[src/rtl/vga_pkg.sv]
// Shared 640x480@60 timing constants, config field codes and colour types for the
// rectangle compositor.
package vga_pkg;

  localparam int H_ACTIVE = 640;
  localparam int H_FP     = 16;
  localparam int H_SYNC   = 96;
  localparam int H_BP     = 48;
  localparam int H_TOTAL  = H_ACTIVE + H_FP + H_SYNC + H_BP;

  localparam int V_ACTIVE = 480;
  localparam int V_FP     = 10;
  localparam int V_SYNC   = 2;
  localparam int V_BP     = 33;
  localparam int V_TOTAL  = V_ACTIVE + V_FP + V_SYNC + V_BP;

  localparam int COORD_W    = 10;
  localparam int CFG_DATA_W = 16;

  typedef logic [COORD_W-1:0] coord_t;

  localparam coord_t H_LAST       = coord_t'(H_TOTAL - 1);
  localparam coord_t V_LAST       = coord_t'(V_TOTAL - 1);
  localparam coord_t H_SYNC_START = coord_t'(H_ACTIVE + H_FP);
  localparam coord_t H_SYNC_END   = coord_t'(H_ACTIVE + H_FP + H_SYNC);
  localparam coord_t V_SYNC_START = coord_t'(V_ACTIVE + V_FP);
  localparam coord_t V_SYNC_END   = coord_t'(V_ACTIVE + V_FP + V_SYNC);
  localparam coord_t H_VIS        = coord_t'(H_ACTIVE);
  localparam coord_t V_VIS        = coord_t'(V_ACTIVE);

  typedef enum logic [2:0] {
    F_X0     = 3'd0,
    F_Y0     = 3'd1,
    F_X1     = 3'd2,
    F_Y1     = 3'd3,
    F_COLOR  = 3'd4,
    F_EN     = 3'd5,
    F_COMMIT = 3'd6,
    F_RSVD   = 3'd7
  } cfg_field_e;

  localparam int DEF_COLOR_W = 4;
  typedef logic [3*DEF_COLOR_W-1:0] rgb_t;

endpackage

[src/rtl/vga_timing.sv]
// Pixel-enable divider, h/v raster counters, raw sync/de and the commit-point strobe
// (the pixel enable on which the counters sit at h=0, v=480).
module vga_timing
  import vga_pkg::*;
#(
  parameter int CLK_DIV = 2
) (
  input  logic   clk,
  input  logic   rst,
  output logic   pix_ce,
  output coord_t h,
  output coord_t v,
  output logic   de,
  output logic   h_sync,
  output logic   v_sync,
  output logic   commit
);

  localparam int DIV_W = (CLK_DIV > 1) ? $clog2(CLK_DIV) : 1;
  localparam logic [DIV_W-1:0] DIV_LAST = DIV_W'(CLK_DIV - 1);

  logic [DIV_W-1:0] div;

  always_ff @(posedge clk) begin
    if (rst) begin
      div <= '0;
      h   <= '0;
      v   <= '0;
    end else if (pix_ce) begin
      div <= '0;
      if (h == H_LAST) begin
        h <= '0;
        v <= (v == V_LAST) ? '0 : v + 1'b1;
      end else begin
        h <= h + 1'b1;
      end
    end else begin
      div <= div + 1'b1;
    end
  end

  assign pix_ce = (div == DIV_LAST);
  assign de     = (h < H_VIS) && (v < V_VIS);
  assign h_sync = !((h >= H_SYNC_START) && (h < H_SYNC_END));
  assign v_sync = !((v >= V_SYNC_START) && (v < V_SYNC_END));
  assign commit = pix_ce && (h == '0) && (v == V_VIS);

endmodule

[src/rtl/vga_rect_compositor.sv]
// VGA frame generator with NUM_RECTS programmable filled rectangles, shadow/active
// register file committed at the start of vertical blanking. Optional: RECT_BLINK_EN.
module vga_rect_compositor
  import vga_pkg::*;
#(
  parameter int NUM_RECTS = 4,
  parameter int COLOR_W   = 4,
  parameter int CLK_DIV   = 2,
  parameter logic [3*COLOR_W-1:0] BG_COLOR = '0,
  localparam int IDX_W = (NUM_RECTS > 1) ? $clog2(NUM_RECTS) : 1
) (
  input  logic                  clk,
  input  logic                  rst,
  input  logic                  cfg_valid,
  output logic                  cfg_ready,
  input  logic [IDX_W-1:0]      cfg_idx,
  input  logic [2:0]            cfg_field,
  input  logic [CFG_DATA_W-1:0] cfg_data,
  output logic                  h_sync,
  output logic                  v_sync,
  output logic                  de,
  output logic                  frame_start,
  output logic [COLOR_W-1:0]    r_out,
  output logic [COLOR_W-1:0]    g_out,
  output logic [COLOR_W-1:0]    b_out
);

  localparam int RGB_W = 3 * COLOR_W;

  typedef struct packed {
    coord_t           x0;
    coord_t           y0;
    coord_t           x1;
    coord_t           y1;
    logic [RGB_W-1:0] color;
    logic             en;
  } slot_t;

  logic       pix_ce, de_raw, hs_raw, vs_raw, commit;
  coord_t     h, v;
  slot_t      shadow [NUM_RECTS];
  slot_t      active [NUM_RECTS];
  logic       pending;
  logic       accept, idx_ok, data_unused;
  cfg_field_e field;
  logic [RGB_W-1:0] pix_color;

  vga_timing #(.CLK_DIV(CLK_DIV)) u_timing (
    .clk    (clk),
    .rst    (rst),
    .pix_ce (pix_ce),
    .h      (h),
    .v      (v),
    .de     (de_raw),
    .h_sync (hs_raw),
    .v_sync (vs_raw),
    .commit (commit)
  );

  // Ready drops only in the commit cycle, so a write can never race the shadow->active copy.
  assign cfg_ready   = !commit;
  assign accept      = cfg_valid && cfg_ready;
  assign field       = cfg_field_e'(cfg_field);
  assign idx_ok      = (int'(cfg_idx) < NUM_RECTS);
  assign data_unused = ^cfg_data;

`ifdef RECT_BLINK_EN
  logic [NUM_RECTS-1:0] blink_sh, blink_act;
  logic [5:0]           frame_cnt;

  always_ff @(posedge clk) begin
    if (rst) frame_cnt <= '0;
    else if (commit) frame_cnt <= frame_cnt + 1'b1;
  end
`endif

  always_ff @(posedge clk) begin
    if (rst) begin
      for (int unsigned i = 0; i < NUM_RECTS; i++) begin
        shadow[i] <= '0;
        active[i] <= '0;
      end
`ifdef RECT_BLINK_EN
      blink_sh  <= '0;
      blink_act <= '0;
`endif
      pending <= 1'b0;
    end else if (commit) begin
      if (pending) begin
        for (int unsigned i = 0; i < NUM_RECTS; i++) active[i] <= shadow[i];
`ifdef RECT_BLINK_EN
        blink_act <= blink_sh;
`endif
      end
      pending <= 1'b0;
    end else if (accept) begin
      if (field == F_COMMIT) begin
        pending <= 1'b1;
      end else if (idx_ok) begin
        case (field)
          F_X0:    shadow[cfg_idx].x0    <= cfg_data[COORD_W-1:0];
          F_Y0:    shadow[cfg_idx].y0    <= cfg_data[COORD_W-1:0];
          F_X1:    shadow[cfg_idx].x1    <= cfg_data[COORD_W-1:0];
          F_Y1:    shadow[cfg_idx].y1    <= cfg_data[COORD_W-1:0];
          F_COLOR: shadow[cfg_idx].color <= cfg_data[RGB_W-1:0];
          F_EN: begin
            shadow[cfg_idx].en <= cfg_data[0];
`ifdef RECT_BLINK_EN
            blink_sh[cfg_idx] <= cfg_data[1];
`endif
          end
          default: ;
        endcase
      end
    end
  end

  // Ascending scan with a found flag gives lowest-index priority.
  always_comb begin
    logic hit;
    logic vis;
    hit       = 1'b0;
    pix_color = BG_COLOR;
    for (int unsigned i = 0; i < NUM_RECTS; i++) begin
`ifdef RECT_BLINK_EN
      vis = active[i].en && !(blink_act[i] && frame_cnt[5]);
`else
      vis = active[i].en;
`endif
      if (!hit && vis &&
          (h >= active[i].x0) && (h < active[i].x1) &&
          (v >= active[i].y0) && (v < active[i].y1)) begin
        hit       = 1'b1;
        pix_color = active[i].color;
      end
    end
  end

  always_ff @(posedge clk) begin
    if (rst) begin
      h_sync      <= 1'b1;
      v_sync      <= 1'b1;
      de          <= 1'b0;
      r_out       <= '0;
      g_out       <= '0;
      b_out       <= '0;
      frame_start <= 1'b0;
    end else begin
      frame_start <= commit;
      if (pix_ce) begin
        h_sync <= hs_raw;
        v_sync <= vs_raw;
        de     <= de_raw;
        {r_out, g_out, b_out} <= de_raw ? pix_color : '0;
      end
    end
  end

endmodule

[config.mk]
export PLATFORM = sky130hd
export DESIGN_NAME = vga_rect_compositor
export DESIGN_NICKNAME = d
export VERILOG_FILES = /design/src/rtl/vga_pkg.sv /design/src/rtl/vga_timing.sv /design/src/rtl/vga_rect_compositor.sv
export SDC_FILE = /design/constraint.sdc
export NUM_CORES = 1
export LEC_CHECK = 0
export ABC_AREA = 1
export CORE_MARGIN = 3
export CORE_UTILIZATION = 60
export CTS_BUF_LIST = sky130_fd_sc_hd__clkbuf_8
export DETAILED_ROUTE_END_ITERATION = 16
export PLACE_DENSITY = 0.86
export SLEW_MARGIN = 15
export SYNTH_ARGS = -nofsm -noshare
export SYNTH_HDL_FRONTEND = slang
export SYNTH_SLANG_ARGS = --single-unit
[constraint.sdc]
create_clock -name clk -period 24.6 [get_ports clk]
set_clock_uncertainty 0.2 [all_clocks]
set_input_delay 3.69 -clock clk [delete_from_list [all_inputs] [get_ports clk]]
set_output_delay 3.69 -clock clk [all_outputs]
set_load 0.1 [all_outputs]
* Word level (Yosys, flattened, before mapping)
Memory sizes are Yosys's and may differ from the RTL's. Index checks and enable logic that the tools add are counted.
Word-level totals: bits of input ports 24, RAM bits 424, memories kept 2, bits in registers 38, output and inout bits 17
Cells by class: magnitude comparators 22, multiplexer cells 59, bitwise gates (word level) 4, reductions and logical operators 38, add/subtract/negate cells 3, eq/ne operators 9
Memory list:
- active | words 4, width 53, rd ports 4, clocked after Yosys merged registers in 0, write ports 4, line vga_rect_compositor.sv:42 | slot_t active [NUM_RECTS];
- shadow | words 4, width 53, rd ports 4, clocked after Yosys merged registers in 0, write ports 4, line vga_rect_compositor.sv:41 | slot_t shadow [NUM_RECTS];
Operator list (count):
- 53-bit 2-to-1 mux | 5
- 10-bit greater-or-equal comparator | 8
- 10-bit less-than comparator | 8
- 12-bit 2-to-1 mux | 5
- 53-bit OR reduction | 1
- 1-bit 2-to-1 mux | 45
- 1-bit logical AND | 25
- 10-bit by 1-bit adder with 10-bit output (second input constant) | 2
- 10-bit == test (second input constant) | 2
- 10-bit less-than comparator (second input constant) | 2
- 10-bit by 9-bit less-than comparator with 1-bit output (second input constant) | 2
- 10-bit 2-to-1 mux | 2
- 10-bit by 9-bit == test with 1-bit output (second input constant) | 1
- 10-bit greater-or-equal comparator (second input constant) | 1
- 10-bit by 9-bit greater-or-equal comparator with 1-bit output (second input constant) | 1
- 10-bit zero test | 1
- 3-bit == test (second input constant) | 3
- 3-bit by 2-bit == test with 1-bit output (second input constant) | 2
- 1-bit zero test | 6
- 6-bit 2-to-1 mux | 1
- 1-bit OR | 4
- 2-bit AND reduction | 2
- 2-bit OR reduction | 2
- 3-bit by 1-bit == test with 1-bit output (second input constant) | 1
- 3 further kinds | 3

* Depth between registers and ports, before layout
An unclocked memory read counts as a cell.
depth in word-level cells 29, mapped depth 22, depth with buffers taken out 21

* Cells and area by module
From an unflattened synthesis, not the netlist that was laid out.
Unflattened totals: cells, all modules 2206, area total of the unflattened synthesis 22072.4 um^2
By module, submodules not included:
- vga_rect_compositor | seq. area each 13072.5 um^2, cells an instance 2015, times used 1, area an instance 20812.5 um^2
- vga_timing | seq. area each 420.4 um^2, cells an instance 191, times used 1, area an instance 1260.0 um^2

* Worst setup path before layout
No wires, ideal clock.
path type register to register, start register u_timing.v[5], end memory active[0][0] in the netlist's numbering, enable pin, period minus slack after synthesis 17.157 ns, data arrival time 15.879 ns, path slack 7.443 ns, stages on the path, launching flop included 6, path through dfxtp_1 -> inv_1 -> or2_1 -> nor4_2 -> nand3_1 -> o21ai_0
RTL lines:
- start: declaration | line vga_timing.sv:12 | output coord_t v,
- start signal: assignment | line vga_timing.sv:33 | v <= (v == V_LAST) ? '0 : v + 1'b1;
- end: declaration | line vga_rect_compositor.sv:42

* Worst setup path after layout
start register u_timing.v[8], end output cfg_ready
Between the ends: cells in the longest elaborated chain, start to end 3
RTL lines:
- 10-bit by 9-bit == test with 1-bit output | line vga_timing.sv:46 | assign commit = pix_ce && (h == '0) && (v == V_VIS);
- 1-bit logical AND | line vga_timing.sv:46
- 1-bit zero test | line vga_rect_compositor.sv:61 | assign cfg_ready = !commit;
- end: declaration | line vga_rect_compositor.sv:15 | output logic cfg_ready,
Every way passes these cells.

==> run metrics <==
arrival time at the worst endpoint 3370 ps; Synth warnings 0; Root Driver clkbuf_8; 1st-pass router iterations 6; Syn Nets 2348; Peak VDD IR a little over 50 uV; Fillers between 2000 and 2500; CP Max Fanout 10; Cells after Synth 2168; LEAKAGE 10.9 nW; Boundary Pins between 40 and 50; 1st-iter DRT viols around 1700; Bufs on Longest Clock Path 3; syn avg cell area between 10 and 15 sq um; Via Count between 10000 and 15000; share of cells above drive strength 1 5.91%; drt drc 0; CTS resizes 0; total of max-cap violations 0; Hold Path Cell Cnt 2; clk sink count roughly 460; largest net degree at the start of global routing between 100 and 150; # Post-CTS Setup Buffers 0; antenna violations before repair 0; Worst R2R Setup Slack about 20000 ps; die area roughly 39000 sq um; row count between 60 and 70; status completed; CTS buffer count 70; hold_buf cts 0; Final Max Tran Viols 0; relative slew slack between 20 and 25%; Mapped Area 22000 sq um; power per cell area 66.5 nW/um^2; final setup margin roughly 17000 ps; Synth Flop Type edfxtp_1; EDFF count, synth approximately 420; H-Tree Depth 3; setup TNS 0 ps; CP Data Required Time 20710 ps; Port Buffers 36; Routed WL around 48000 microns; total grt overflow 0; period utilization roughly 30%; synthesis-to-layout area growth 9.41%; global-route wire length before repair approximately 74000 microns; final hold vios 0; Fmax achieved 138 MHz; Wirelength per Cell between 15 and 20 microns; number of setup violations in the final report 0; vias in the first global route around 15000; Total Routing Usage GR 24.8%; vias per std cell between 5 and 6; Initial Util about three fifths; startpoint types register; core footprint approximately 36000 sq um; CTS clk-pin slew, worst paths ~60 ps; nets about 2400; die width about 200 microns; antenna viol nets, final 0; GPL Wtd Cong 0.869; measured slew at the worst slew-check pin ~1200 ps; Worst R2R Path Depth 15; min Tclk post-route between 7000 and 8000 ps; Synth cell types between 40 and 50; Setup CP Type register to output port; register area share after synthesis slightly above 60%; die height about 200 microns; RSZ-0062 raised after global routing no; #FFs+latches synth ~460; dpl ws about 17000 ps; Post-synth ARST share 0%; HP Class register to register; worst skew pair latency a little over 600 ps; CTS tree built; hpwl dp just over 30000 microns; crit path capture type output port
==> power by group <==
group	switching (W)	internal [W]
clock network	0.000293	0.000330
logic	0.0000596	0.0000197
registers	0.0000102	0.000889
==> metrics by stage <==
stage	instance area, sq um	total power (W)	instances	hold slack (ps)	util (%)
final	24100	0.00160	2746	252	67.1
after floorplan	22000	0.000975	2168	253	-
after detailed placement	22700	0.000993	2619	244	63.3
after global placement	22700	0.000985	2619	240	63.3
after global routing	24100	0.00165	2745	275	67.1
after CTS	24000	0.00160	2744	256	67.1
==> final timing paths <==
path                                end                  startpoint
setup / recovery              cfg_ready  u_timing.v[8]$_SDFFE_PP0P_
hold / removal    r_out[3]$_SDFFE_PP0P_       r_out[3]$_SDFFE_PP0P_
setup reg to reg  g_out[0]$_SDFFE_PP0P_  u_timing.h[9]$_SDFFE_PP0P_
hold reg to reg   r_out[3]$_SDFFE_PP0P_       r_out[3]$_SDFFE_PP0P_
==> worst max-delay path, stage by stage (launching register included) <==
cell	delay, ps
dfxtp_1	830
inv_1	200
nor2_1	230
nand4_1	110
nor2_1	330
inv_1	80
clkdlybuf4s50_1	970
==> kinds of logic (layout without fill, tap and decap cells) <==
group                      count (synthesis)  in the layout  synth area share (%)
and+or+nand+nor                          869            869                  16.1
adders and majority gates                156            156                  8.88
buffers and inverters                    556            672                  10.3
xor gates and xnor gates                   7              7                 0.279
AOI/OAI and AO/OA                        118            118                  3.09
other                                      0              1                     0
DFF                                      462            462                  61.4
==> per-layer routing <==
| metal | vias to the layer above | global-route usage [%] | wire length (microns) |
|---|---|---|---|
| met2 | 702 | 42.9 | 23400 |
| met1 | 6947 | 30.0 | 17100 |
| met4 | 0 | 12.4 | 2340 |
| met3 | 191 | 4.43 | 4710 |
| li1 | 6998 | - | - |
| met5 | - | 0 | 0 |
==> registers in the layout (all words and copies together) (netlist names), 4 cells and up <==
signal	count
shadow	212
u_timing.h	10
active	212
r_out	4
b_out	4
g_out	4
u_timing.v	10
==> cell usage after synthesis (4+ instances only) <==
| library cell | number | area, sq um |
|---|---|---|
| nand4_1 | 22 | 138 |
| ha_1 | 156 | 1950 |
| o21ai_0 | 31 | 155 |
| xor2_1 | 6 | 52.6 |
| nand2_1 | 323 | 1210 |
| nand2_4 | 4 | 45.0 |
| a21oi_1 | 58 | 290 |
| nor2_1 | 439 | 1650 |
| nand2_8 | 4 | 80.1 |
| nand2_2 | 4 | 25.0 |
| clkbuf_1 | 35 | 131 |
| o211ai_1 | 6 | 45.0 |
| inv_1 | 489 | 1840 |
| dfxtp_1 | 38 | 761 |
| edfxtp_1 | 424 | 12700 |
| nand3_1 | 45 | 225 |
| buf_4 | 15 | 113 |
| nor3_1 | 11 | 55.1 |
| buf_6 | 8 | 90.1 |
| o21a_1 | 8 | 60.1 |
| nor4_1 | 6 | 37.5 |
==> area by class of cell <==
cell class / instances / area [sq um] / share of cell area [%]
flip-flops and latches: 462 / 13500 / 56.1
multi-input cells: 1150 / 6260 / 26.0
inverters: 492 / 1850 / 7.68
clock buffers: 73 / 1000 / 4.18
well taps: 461 / 577 / 2.40
repair buffers: 55 / 519 / 2.16
clock inverters: 52 / 355 / 1.48
diodes: 1 / 2.50 / 0.0104
==> placed cells by master, fill, tap and decap left out, drive strengths merged, types with 11 or more instances in the layout <==
cell type / count
inv: 512
nor2: 442
edfxtp: 424
nand2: 335
ha: 156
clkbuf: 73
a21oi: 58
nand3: 45
dfxtp: 38
clkdlybuf4s50: 36
o21ai: 32
clkinv: 25
nand4: 22
buf: 19
nor3: 11
No activity file was read; power rests on OpenSTA's default activity.
==> patch (same flow settings) <==
`COORD_W`: 10 -> 14.
--- a/src/rtl/vga_pkg.sv
+++ b/src/rtl/vga_pkg.sv
@@ -15,5 +15,5 @@
   localparam int V_TOTAL  = V_ACTIVE + V_FP + V_SYNC + V_BP;
 
-  localparam int COORD_W    = 10;
+  localparam int COORD_W    = 14;
   localparam int CFG_DATA_W = 16;
 
Function: not settled (the Yosys comparison gave no result); the edit may change what the design does.
==> patch against the original RTL <==
- routed wire length rose by 47%
- sequential cell count is 136 higher
- area after synthesis increased by 40%
- cell area is 38% higher
- worst setup slack worse by 0.21 ns
- combinational power increased by 39%
- synthesized cell count rose by 30%
- power rose by 27%
- count of clock-buffer cells in the layout increased by 23
- critical endpoint unchanged
- largest power group unchanged
- highest routed layer unchanged
==> patch: results (changes against the original RTL) <==
Outcome:
- The run finished with clean final reports.

Setup path:
- The delay of the slowest critical-path stage is 1.03 ns (+0.06 ns).
- The worst path arrival time is 3.58 ns (+0.21 ns).
- The maximum fanout along the worst path is 12 (+2).
- The sum of buffers and inverters on the critical path is 2 (-1).

Detailed routing:
- The detailed-route vias per instance came to 5.53 (+2.4%).
- The met3 layer wire length in the routed design is 7910 µm (+68%).
- The number of violations reported at the end of detailed-routing iteration 0 is 2,244 (+34%).
- The met1 wire length is 25,100 µm (+47%).
- The wire length per cell was 19.1 µm (+10%).

Clocking:
- The count of instances resized after the clock tree is built is 0 (unchanged).
- The worst-skew pair later-pin latency is 0.67 ns (+0.06 ns).
- The number of CTS-inserted buffers is 93 (+33%).

Global routing:
- The total track usage is 26.1% (+1.3 points).
- The initial antenna violation count is 1 (+1).
- The first-pass GRT wire length is 107,000 µm (+44%).
- The met1 global-route usage was 31.1% (+1.1 points).
- The global-route met3 utilization was 6.84% (+2.4 points).
- The met2 demand-to-capacity share in global routing is 43.0% (+0.067 points).
- The number of global-route vias before repair is 20,500 (+38%).
- The largest net degree at the start of global routing is 129 (+8.4%).

STA:
- The slew at the pin with the worst max-slew slack is 1.18 ns (+0.0188 ns).

Finish:
- The number of nets in the final layout is 3,149 (+31%).
- The final standard cell count with taps included and fillers excluded is 3,654 (+33%).
- The fraction of final layout cells with drive strength greater than 1 is 13.8% (+7.9 points).
- The largest registers in the layout are active x276, shadow x276.

Power:
- The maximum vdd ir drop is 44.1 µV (-13%).
- The total power divided by cell area is 61.1 nW/µm² (-8.2%).
- The combinational cell power was 0.110 mW (+39%).
- The switching power as a share of total power is 24.0% (+1.3 points).
- The part of the total power dissipated in the clock network came to 37.2% (-1.7 points).
- The reported leakage power was 13.9 nW (+28%).

Synth:
- The area of the mapped netlist is 30,900 µm² (+40%).
- Ranked by total cell area, the synthesized netlist is headed by edfxtp_1, ha_1, inv_1.
- The number of synthesized flops with an enable pin is 552 (+30%).
- The number of cells produced by synthesis was 2,815 (+30%).
- The number of distinct standard cells referenced by the synthesized netlist is 57 (+36%).
- The commonest cells after synthesis are inv_1, edfxtp_1, nor2_1, nand2_1, ha_1.
- The sequential cell area fraction in the yosys report came to 56.6% (-4.7 points).

Placed design:
- The pre-CTS setup slack is 16.58 ns (-0.466 ns).
- The weighted congestion reported at the end of routability-driven placement was 0.870 (+0.16%).
- The cell area after placement is 31,500 µm² (+39%).
- The detailed placer's ending HPWL is 43,700 µm (+42%).
- The count of port buffers added during placement is 38 (+5.6%).
- The count of placed standard cells including taps came to 3,481 (+33%).
[patch: worst paths after layout]
check,startpoint,end,slack [ns],depth (start not counted)
worst max-delay path,u_timing.v[6],cfg_ready,17.13,6
worst min-delay path,b_out[3],b_out[3],0.25,2
worst max register to register,u_timing.v[1],active[2][43],19.49,10
worst min register to register,b_out[3],b_out[3],0.25,2
[patch: logic make-up after synthesis]
kind of cell | share of synthesized area (%)
DFF | 56.6
and+or+nand+nor | 20.2
xor gates and xnor gates | 0.170
AOI/OAI and AO/OA | 3.49
adders and majority gates | 8.91
buffers and inverters | 10.5
[patch: tightest hold or removal path: stages (launching register included)]
cell,delay (ns)
dfxtp_1,0.30
nand2_1,0.06
nand2_1,0.04
[patch: layout make-up]
type,instances,area (µm²)
flip-flops and latches,598,17500
clock inverters,73,325
fillers,3401,17300
clock buffers,96,1320
well taps,672,841
diodes,3,7.51
multi-input cells,1509,10200
repair buffers,72,668
inverters,631,2370
